File: config.mk
export PLATFORM = sky130hd
export DESIGN_NAME = cdb_arbiter_flat
export DESIGN_NICKNAME = d
export VERILOG_FILES = /design/src/rtl/cdb_arbiter_if.sv /design/src/rtl/cdb_arbiter.sv /design/src/flat_wrapper.sv
export SDC_FILE = /design/constraint.sdc
export NUM_CORES = 1
export LEC_CHECK = 0
export ABC_AREA = 1
export ABC_CLOCK_PERIOD_IN_PS = 4400
export BUFFER_PORTS_ARGS = -buffer_cell sky130_fd_sc_hd__buf_2
export CAP_MARGIN = 10
export CORE_MARGIN = 4
export CORE_UTILIZATION = 59
export CTS_BUF_LIST = sky130_fd_sc_hd__clkbuf_4
export DETAILED_ROUTE_END_ITERATION = 8
export GPL_TIMING_DRIVEN = 0
export PLACE_DENSITY_LB_ADDON = 0.25
export SLEW_MARGIN = 25
export SYNTH_ARGS = -nofsm -noshare
export SYNTH_HDL_FRONTEND = slang
export SYNTH_SLANG_ARGS = --single-unit
File: constraint.sdc
create_clock -name clk -period 4.4 [get_ports clk]
set_clock_uncertainty 0.1 [all_clocks]
set_input_delay 0.44 -clock clk [delete_from_list [all_inputs] [get_ports clk]]
set_output_delay 0.44 -clock clk [all_outputs]
set_load 0.02 [all_outputs]
File: src/rtl/cdb_arbiter_if.sv
// cdb_arbiter_if: the bundle of signals between the result producers and the
// common data bus arbiter.
//
// Producer/control side (master drives, arbiter samples):
//   rdy, in_clear         global enable and pipeline flush
//   in_alu_tag/value      ALU result; a nonzero tag marks a valid result
//   in_lsb_valid/tag/value load/store buffer result, held until granted
// Arbiter side (slave drives, master samples):
//   out_lsb_grant         LSB result accepted this cycle
//   out_alu_stall         reservation stations must not issue ALU ops
//   out_cdb_tag/value     registered broadcast; tag 0 means idle
interface cdb_arbiter_if #(
    parameter int DATA_W = 32,
    parameter int TAG_W  = 4
);
    logic              rdy;
    logic              in_clear;
    logic [TAG_W-1:0]  in_alu_tag;
    logic [DATA_W-1:0] in_alu_value;
    logic              in_lsb_valid;
    logic [TAG_W-1:0]  in_lsb_tag;
    logic [DATA_W-1:0] in_lsb_value;
    logic              out_lsb_grant;
    logic              out_alu_stall;
    logic [TAG_W-1:0]  out_cdb_tag;
    logic [DATA_W-1:0] out_cdb_value;

    modport master (
        output rdy, in_clear, in_alu_tag, in_alu_value,
               in_lsb_valid, in_lsb_tag, in_lsb_value,
        input  out_lsb_grant, out_alu_stall, out_cdb_tag, out_cdb_value
    );

    modport slave (
        input  rdy, in_clear, in_alu_tag, in_alu_value,
               in_lsb_valid, in_lsb_tag, in_lsb_value,
        output out_lsb_grant, out_alu_stall, out_cdb_tag, out_cdb_value
    );
endinterface

File: src/rtl/cdb_arbiter.sv
// cdb_arbiter: arbitrates the common data bus between an ALU (which cannot be
// stalled, so its results are absorbed by a small skid FIFO) and the
// load/store buffer (which holds its request until granted). The winner is
// broadcast one clock edge later on out_cdb_tag/out_cdb_value.
//
// Ports:
//   clk  single clock, rising edge
//   rst  synchronous reset, active low; overrides rdy and in_clear
//   bus  cdb_arbiter_if.slave (inputs, grant, stall and broadcast outputs)
//
// DEPTH must be at least 2.
module cdb_arbiter #(
    parameter int DATA_W = 32,
    parameter int TAG_W  = 4,
    parameter int DEPTH  = 4
) (
    input  logic           clk,
    input  logic           rst,
    cdb_arbiter_if.slave   bus
);
    localparam int PTR_W = (DEPTH > 1) ? $clog2(DEPTH) : 1;
    localparam int CNT_W = $clog2(DEPTH + 1);

    localparam logic [PTR_W-1:0] PTR_ZERO  = {PTR_W{1'b0}};
    localparam logic [PTR_W-1:0] PTR_ONE   = PTR_W'(1);
    localparam logic [PTR_W-1:0] PTR_LAST  = PTR_W'(DEPTH - 1);
    localparam logic [CNT_W-1:0] CNT_ZERO  = {CNT_W{1'b0}};
    localparam logic [CNT_W-1:0] CNT_ONE   = CNT_W'(1);
    localparam logic [CNT_W-1:0] CNT_FULL  = CNT_W'(DEPTH);
    localparam logic [CNT_W-1:0] CNT_STALL = CNT_W'(DEPTH - 1);
    localparam logic [TAG_W-1:0] TAG_NONE  = {TAG_W{1'b0}};

    // Which requester was granted most recently; the other one wins a tie.
    typedef enum logic {
        GNT_ALU = 1'b0,
        GNT_LSB = 1'b1
    } grant_e;

    // Pointer advance with wrap at DEPTH (works for non-power-of-two depths).
    function automatic logic [PTR_W-1:0] ptr_inc(input logic [PTR_W-1:0] p);
        return (p == PTR_LAST) ? PTR_ZERO : (p + PTR_ONE);
    endfunction

    logic [TAG_W-1:0]  fifo_tag_r [DEPTH];
    logic [DATA_W-1:0] fifo_val_r [DEPTH];
    logic [PTR_W-1:0]  head_r;
    logic [PTR_W-1:0]  tail_r;
    logic [CNT_W-1:0]  count_r;
    grant_e            last_grant_r;
    logic [TAG_W-1:0]  cdb_tag_r;
    logic [DATA_W-1:0] cdb_val_r;

    logic              fifo_has_s;
    logic              live_alu_s;
    logic              alu_cand_s;
    logic              lsb_cand_s;
    logic [TAG_W-1:0]  alu_cand_tag_s;
    logic [DATA_W-1:0] alu_cand_val_s;
    logic              go_s;
    logic              alu_win_s;
    logic              lsb_win_s;
    logic              bypass_s;
    logic              push_s;
    logic              pop_s;

    // Candidate selection, arbitration and FIFO push/pop decisions.
    always_comb begin
        fifo_has_s = (count_r != CNT_ZERO);
        live_alu_s = (bus.in_alu_tag != TAG_NONE);
        lsb_cand_s = bus.in_lsb_valid & (bus.in_lsb_tag != TAG_NONE);
        go_s       = bus.rdy & ~bus.in_clear;
        alu_win_s  = 1'b0;
        lsb_win_s  = 1'b0;

        // Queued ALU results are older than the live one, so they go first.
        if (fifo_has_s) begin
            alu_cand_tag_s = fifo_tag_r[head_r];
            alu_cand_val_s = fifo_val_r[head_r];
        end else begin
            alu_cand_tag_s = bus.in_alu_tag;
            alu_cand_val_s = bus.in_alu_value;
        end
        alu_cand_s = fifo_has_s | live_alu_s;

        // A full FIFO must drain, otherwise the unstallable ALU would overflow it.
        if (alu_cand_s && lsb_cand_s) begin
            if ((count_r == CNT_FULL) || (last_grant_r == GNT_LSB)) begin
                alu_win_s = 1'b1;
            end else begin
                lsb_win_s = 1'b1;
            end
        end else if (alu_cand_s) begin
            alu_win_s = 1'b1;
        end else if (lsb_cand_s) begin
            lsb_win_s = 1'b1;
        end else begin
            alu_win_s = 1'b0;
            lsb_win_s = 1'b0;
        end

        // A bypass win broadcasts the live result directly; it must not be queued too.
        bypass_s = alu_win_s & ~fifo_has_s;
        pop_s    = go_s & alu_win_s & fifo_has_s;
        push_s   = go_s & live_alu_s & ~bypass_s;
    end

    // FIFO payload storage; contents are meaningless outside head..tail.
    always_ff @(posedge clk) begin
        if (rst && push_s) begin
            fifo_tag_r[tail_r] <= bus.in_alu_tag;
            fifo_val_r[tail_r] <= bus.in_alu_value;
        end
    end

    // Control state: pointers, occupancy, fairness bit and the broadcast register.
    always_ff @(posedge clk) begin
        if (!rst) begin
            head_r       <= PTR_ZERO;
            tail_r       <= PTR_ZERO;
            count_r      <= CNT_ZERO;
            last_grant_r <= GNT_LSB;
            cdb_tag_r    <= TAG_NONE;
            cdb_val_r    <= {DATA_W{1'b0}};
        end else if (bus.rdy) begin
            if (bus.in_clear) begin
                head_r       <= PTR_ZERO;
                tail_r       <= PTR_ZERO;
                count_r      <= CNT_ZERO;
                last_grant_r <= GNT_LSB;
                cdb_tag_r    <= TAG_NONE;
            end else begin
                if (pop_s) begin
                    head_r <= ptr_inc(head_r);
                end
                if (push_s) begin
                    tail_r <= ptr_inc(tail_r);
                end
                case ({push_s, pop_s})
                    2'b10:   count_r <= count_r + CNT_ONE;
                    2'b01:   count_r <= count_r - CNT_ONE;
                    default: count_r <= count_r;
                endcase
                if (alu_win_s) begin
                    cdb_tag_r    <= alu_cand_tag_s;
                    cdb_val_r    <= alu_cand_val_s;
                    last_grant_r <= GNT_ALU;
                end else if (lsb_win_s) begin
                    cdb_tag_r    <= bus.in_lsb_tag;
                    cdb_val_r    <= bus.in_lsb_value;
                    last_grant_r <= GNT_LSB;
                end else begin
                    cdb_tag_r    <= TAG_NONE;
                end
            end
        end
    end

    assign bus.out_lsb_grant = go_s & lsb_win_s;
    // Stall one slot early: an ALU op already issued still delivers its result.
    assign bus.out_alu_stall = (count_r >= CNT_STALL);
    assign bus.out_cdb_tag   = cdb_tag_r;
    assign bus.out_cdb_value = cdb_val_r;

endmodule

File: src/flat_wrapper.sv
// flat-port wrapper written by rule: the top's interface ports become plain ports
module cdb_arbiter_flat 
#(
    parameter int DATA_W = 32,
    parameter int TAG_W  = 4,
    parameter int DEPTH  = 4
)
  (clk, rst, bus_rdy, bus_in_clear, bus_in_alu_tag, bus_in_alu_value, bus_in_lsb_valid, bus_in_lsb_tag, bus_in_lsb_value, bus_out_lsb_grant, bus_out_alu_stall, bus_out_cdb_tag, bus_out_cdb_value);
  cdb_arbiter_if #(.DATA_W(DATA_W), .TAG_W(TAG_W)) bus_i ();
  input  logic clk;
  input  logic rst;
  input wire logic [$bits(bus_i.rdy)-1:0] bus_rdy;
  input wire logic [$bits(bus_i.in_clear)-1:0] bus_in_clear;
  input wire logic [$bits(bus_i.in_alu_tag)-1:0] bus_in_alu_tag;
  input wire logic [$bits(bus_i.in_alu_value)-1:0] bus_in_alu_value;
  input wire logic [$bits(bus_i.in_lsb_valid)-1:0] bus_in_lsb_valid;
  input wire logic [$bits(bus_i.in_lsb_tag)-1:0] bus_in_lsb_tag;
  input wire logic [$bits(bus_i.in_lsb_value)-1:0] bus_in_lsb_value;
  output wire logic [$bits(bus_i.out_lsb_grant)-1:0] bus_out_lsb_grant;
  output wire logic [$bits(bus_i.out_alu_stall)-1:0] bus_out_alu_stall;
  output wire logic [$bits(bus_i.out_cdb_tag)-1:0] bus_out_cdb_tag;
  output wire logic [$bits(bus_i.out_cdb_value)-1:0] bus_out_cdb_value;
  assign bus_i.rdy = bus_rdy;
  assign bus_i.in_clear = bus_in_clear;
  assign bus_i.in_alu_tag = bus_in_alu_tag;
  assign bus_i.in_alu_value = bus_in_alu_value;
  assign bus_i.in_lsb_valid = bus_in_lsb_valid;
  assign bus_i.in_lsb_tag = bus_in_lsb_tag;
  assign bus_i.in_lsb_value = bus_in_lsb_value;
  assign bus_out_lsb_grant = bus_i.out_lsb_grant;
  assign bus_out_alu_stall = bus_i.out_alu_stall;
  assign bus_out_cdb_tag = bus_i.out_cdb_tag;
  assign bus_out_cdb_value = bus_i.out_cdb_value;
  cdb_arbiter #(.DATA_W(DATA_W), .TAG_W(TAG_W), .DEPTH(DEPTH)) u_core (.clk(clk), .rst(rst), .bus(bus_i));
endmodule
======== After elaboration in Yosys (flattened, before gate mapping) ========
Memory sizes are Yosys's and may differ from the RTL's. A register that Yosys moved wholly into a read port is not among the register bits.
Index checks and enable logic that the tools add are counted.
operators by class
  add/subtract/negate cells ............... 4
  magnitude comparators ................... 1
  equality and inequality tests ........... 5
  multiplexer cells ....................... 31
  bitwise gates (word level) .............. 12
  reductions and logical operators ........ 16
operator list
  cell                                                                number
  2-to-1 mux 32 bit                                                   3
  2-to-1 mux 2 bit                                                    10
  2-to-1 mux 4 bit                                                    4
  2-to-1 mux 1 bit                                                    12
  nonzero test 3 bit                                                  3
  AND 1 bit                                                           8
  AND reduction 2 bit                                                 4
  nonzero test 4 bit                                                  2
  equality test 2 bit (second input constant)                         3
  case mux 3 bit (2 select lines)                                     1
  nonzero test 2 bit                                                  3
  adder 2 x 1 -> 2 bit (second input constant)                        2
  adder 3 x 1 -> 3 bit (second input constant)                        1
  equality test 3 bit (second input constant)                         1
  greater-or-equal comparator 3 x 2 -> 1 bit (second input constant)  1
  2-to-1 mux 3 bit                                                    1
  NOT 1 bit                                                           3
  AND reduction 3 bit                                                 1
  subtractor 3 x 1 -> 3 bit (second input constant)                   1
  equality test 2 x 1 -> 1 bit (second input constant)                1
  logical AND 1 bit                                                   2
  logical OR 1 bit                                                    1
  OR 1 bit                                                            1
word-level totals
  bits in registers ....................... 44
  RAM bits ................................ 144
  input port bits ......................... 77
  output and inout port bits .............. 38
  word-level logic and storage cells ...... 77
  memories kept ........................... 2
memories
  name               words  width  read ports  clocked after memory_dff  wr ports  RTL line           source
  u_core.fifo_val_r  4      32     1           1                         1         cdb_arbiter.sv:45  logic [DATA_W-1:0] fifo_val_r [DEPTH];
  u_core.fifo_tag_r  4      4      1           1                         1         cdb_arbiter.sv:44  logic [TAG_W-1:0] fifo_tag_r [DEPTH];

======== Longest topological paths before layout ========
  depth in word-level cells ............... 10
  mapped depth ............................ 12
  mapped depth without buffers ............ 12

======== Worst setup path before layout ========
OpenSTA, ideal clock, no wires.
  path type ............................... in2reg
  start point ............................. in bus_in_lsb_tag[0]
  end point ............................... mem u_core.fifo_tag_r[0][0] (enable)
  data arrival time ....................... 2596 ps
  data required time ...................... 3871 ps
  setup slack ............................. 1274 ps
  stages .................................. 6
  path buffers ............................ 0
  cell sequence ........................... nor2_1 a21oi_2 nand2_2 a21oi_2 nand2_1 nor2_1
on the way
  cells in the longest elaborated chain, start to end .. 10
ends and longest elaborated chain
  element                                 RTL line            source
  start: declaration                      flat_wrapper.sv:17  input wire logic [$bits(bus_i.in_lsb_tag)-1:0] bus_in_lsb_tag;
  nonzero test 4 bit                      cdb_arbiter.sv:70   lsb_cand_s = bus.in_lsb_valid & (bus.in_lsb_tag != TAG_NONE);
  AND 1 bit                               cdb_arbiter.sv:70
  logical AND 1 bit                       cdb_arbiter.sv:86   if (alu_cand_s && lsb_cand_s) begin
  2-to-1 mux 1 bit                        cdb_arbiter.sv:86
  AND 1 bit                               cdb_arbiter.sv:102  bypass_s = alu_win_s & ~fifo_has_s;
  NOT 1 bit                               cdb_arbiter.sv:104  push_s = go_s & live_alu_s & ~bypass_s;
  AND 1 bit                               cdb_arbiter.sv:104
  logical AND 1 bit                       cdb_arbiter.sv:109  if (rst && push_s) begin
  2-to-1 mux 1 bit                        cdb_arbiter.sv:109
  2-to-1 mux 1 bit (not written as such)  cdb_arbiter.sv:110  fifo_tag_r[tail_r] <= bus.in_alu_tag;
  end: declaration                        cdb_arbiter.sv:44
Every way passes these cells.

======== Worst setup path after layout ========
  start point ............................. reg u_core.count_r[0]
  end point ............................... mem u_core.fifo_tag_r[3][3] (enable)
on the way
  cells in the longest elaborated chain, start to end .. 10
  elaborated cells between the ends (all ways) .. 15
  classes of those cells .................. 1 x eq/ne; 5 x mux; 5 x bitwise; 4 x reduce/logical
ends and longest elaborated chain
  element                                                           RTL line                              source
  start: declaration                                                cdb_arbiter.sv:48                     logic [CNT_W-1:0] count_r;
  start signal: assignment                                          cdb_arbiter.sv:139                    2'b10: count_r <= count_r + CNT_ONE;
  start signal: assignment                                          cdb_arbiter.sv:140                    2'b01: count_r <= count_r - CNT_ONE;
  start signal: assignment                                          cdb_arbiter.sv:141                    default: count_r <= count_r;
  nonzero test 3 bit / equality test 3 bit (equally long branches)  cdb_arbiter.sv:68, cdb_arbiter.sv:87
  OR 1 bit / logical OR 1 bit (equally long branches)               cdb_arbiter.sv:83, cdb_arbiter.sv:87
  2-to-1 mux 1 bit (tied with other cells)                          cdb_arbiter.sv:92                     end else if (alu_cand_s) begin
  2-to-1 mux 1 bit                                                  cdb_arbiter.sv:86
  AND 1 bit *                                                       cdb_arbiter.sv:102
  NOT 1 bit *                                                       cdb_arbiter.sv:104
  AND 1 bit *                                                       cdb_arbiter.sv:104
  logical AND 1 bit *                                               cdb_arbiter.sv:109
  2-to-1 mux 1 bit *                                                cdb_arbiter.sv:109
  2-to-1 mux 1 bit (not written as such) *                          cdb_arbiter.sv:110
Every way passes the cells marked *; elsewhere a longest branch is shown, timed or not.

==> reports/qor.yml <==
run_status:
  outcome: "finished clean"
die:
  ios: 115
  row_count: 42
  die_w_um: 126
  start_util_pct: 61.2
  die_h_um: 126
  dieArea_um2: 15900
  core-area_um2: 13500
cts:
  cts-resized-gates: 0
  clk_pin_slew_ns: 0.15
  cts_setup_buffers: 0
  clockBufferDepth: 2
  cts_tree: "done"
  numCtsBuffers: 17
  insertion_delay_ns: 0.59
  cts-root-buf: "clkbuf_4"
  htreeDepth: 4
  cts.sinks: 190
place:
  place_ws_ns: 1.63
  dpl_cell_area_um2: 9150
  port_buffers: 113
  dp_cells: 1064
  finalWeightedCongestion: 0.927
  hpwl_mm: 14.2
cells_and_area:
  area_growth_pct: 19.7
  design_area_um2: 9850
  final_nets: 1026
  nFillCells: 945
  drive_gt1_share_pct: 22.9
  fin_cells: 1133
  fin_util_pct: 73.3
routing:
  drtIter0Drc: 695
  wl_mm: 21.5
  post-route-drc-count: 0
  dr.pass1.iters: 5
  via_count: 6564
  ant_nets: 0
  viasPerCell: 5.79
  wl_per_cell_um: 18.9
worst_setup_path:
  start_kind: "flip-flop"
  cp_slowest_cell: "nor2_4"
  setup.worst_path.end_class: "flip-flop"
  cp_common_cell: "nor2_4"
  arrival_ns: 2.90
  slowest_delay_ns: 0.64
  required_ns: 4.61
  crit_fanout: 19
  path_class: "flip-flop to flip-flop"
  cp_cell_sequence: "nor2_4 > a21oi_1 > nand2_2 > a21oi_2 > nand2_1 > nor2_4 > buf_16"
yosys:
  ys_seq_area_share_pct: 63.7
  yosysWarnings: 0
  synthCells: 771
  ys_types: 31
  yosys_register_bits: 190
  syn-cell-area_um2: 8240
  synth_fp_nets: 854
  syn_avg_cell_area_um2: 10.7
global_routing:
  first_global_vias: 6649
  grt_util_all_layers_pct: 27.2
  overflow: 0
  grt_max_degree: 20
  antenna_found_initial: 1
  grt_pass1_wl_mm: 33.7
sta:
  drv_slew: 0
  rsz0062_at_grt: "false"
  setup-tns-final_ns: 0
  fin_ws_ns: 1.71
  hold_slack_ns: 0.0671
  min_period_over_period_pct: 61.2
  worstMarginPinSlew_ns: 0.681
  max_freq_mhz: 371
  period_needed_ns: 2.69
  final_hold_viol_count: 0
  slew_headroom_pct: 54.5
  setup_viol: 0
run:
  maxCapViolations: 0
worst_hold_path:
  hold_class: "input pin to flip-flop"
power:
  irDropWorstVdd_uv: 250
  power_density_nw_per_um2: 345
  power_mw: 3.40
  leakage_nw: 3.90
-- sequential cells by signal (all words and copies together), names as in the netlist, named ones only --
| register | cells |
|---|---|
| u_core.bus.out_cdb_tag | 4 |
| u_core.count_r | 3 |
| u_core.head_r | 2 |
| u_core.fifo_tag_r | 16 |
| u_core.last_grant_r | 1 |
| u_core.fifo_val_r | 128 |
| u_core.tail_r | 2 |
| u_core.bus.out_cdb_value | 32 |
-- layout by cell type (no fill, tap or decap), drive strengths merged --
cell type	count
a21oi	57
a22oi	1
a32o	2
buf	144
bufinv	5
clkbuf	38
clkinv	6
clkinvlp	4
dfxtp	46
diode	1
dlygate4sd3	36
edfxtp	144
ha	6
inv	57
nand2	211
nand3	71
nand4	1
nor2	17
o211ai	64
o21a	1
o21ai	41
o21bai	1
o22ai	1
o41ai	1
xor2	1
-- report_power, final --
part           internal, mW  switching [mW]  leakage, nW
Sequential             1.95          0.0155         1.67
Clock                 0.505           0.587        0.174
Combinational         0.126           0.215         2.05
Total                  2.58           0.818         3.90
-- worst max-delay path: cells and delay by family (launching register included) --
family                 cells  cell delay (ns)
AOI/OAI and AO/OA          2             0.44
buffers and inverters      1             0.24
DFF                        1             0.45
and+or+nand+nor            4             1.16
-- synthesized netlist by cell type, drive strengths merged --
library cell  number  share of area (%)
ha                 6               0.91
dfxtp             46                 11
inv               56                2.6
o21bai             1              0.091
nand3             71                4.3
xor2               1               0.11
a32o               2               0.24
buf               27                2.1
edfxtp           144                 53
clkbuf            21               0.96
a21oi             57                3.6
a22oi              1              0.091
nor2              17               0.99
o211ai            64                7.5
nand2            211                9.8
o21a               1              0.091
clkinv             1              0.046
nand4              1               0.15
o22ai              1              0.076
o21ai             41                2.5
o41ai              1               0.11
-- what timing repair did --
item | CTS | global route
endpoints found under the setup margin | 0 | 0
endpoints found under the hold margin | 144 | 0
hold buffers | 36 | 0
-- cell families (layout without fill, tap and decap cells) --
group           count (synthesis)  after routing  share of synthesized area [%]
xor+xnor                        1              1                          0.106
flops                         190            190                           63.7
other cells                     0              1                              0
fa+ha+maj                       6              6                          0.912
simple gates                  300            300                           15.3
buf+inv                       105            290                           5.68
compound gates                169            169                           14.3
-- per-layer routing --
layer	track usage (%)	share of wire, %
met3	5.21	7.9
met4	12.7	2.7
met1	33.9	39
met5	0	0
met2	46.1	50
-- final cells by class --
class	instances	area [um2]	area share (%)
clock inverters	15	218	2.21
multi-input cells	476	2550	25.9
clock buffers	17	128	1.30
well taps	176	220	2.23
inverters	57	214	2.17
plain buffers	48	254	2.58
repair buffers	153	1020	10.4
diodes	1	2.50	0.0254
flip-flops and latches	190	5250	53.2
-- worst paths after layout --
check,start,end,slack [ns],depth (start not counted)
min,bus_in_lsb_value[29],u_core.bus.out_cdb_value[29],0.07,5
min reg2reg,u_core.last_grant_r,u_core.last_grant_r,0.40,2
max,u_core.count_r[0],u_core.fifo_tag_r[3][3],1.71,7
max reg2reg,u_core.count_r[0],u_core.fifo_tag_r[3][3],1.71,7
No activity file was read; power rests on OpenSTA's default activity.
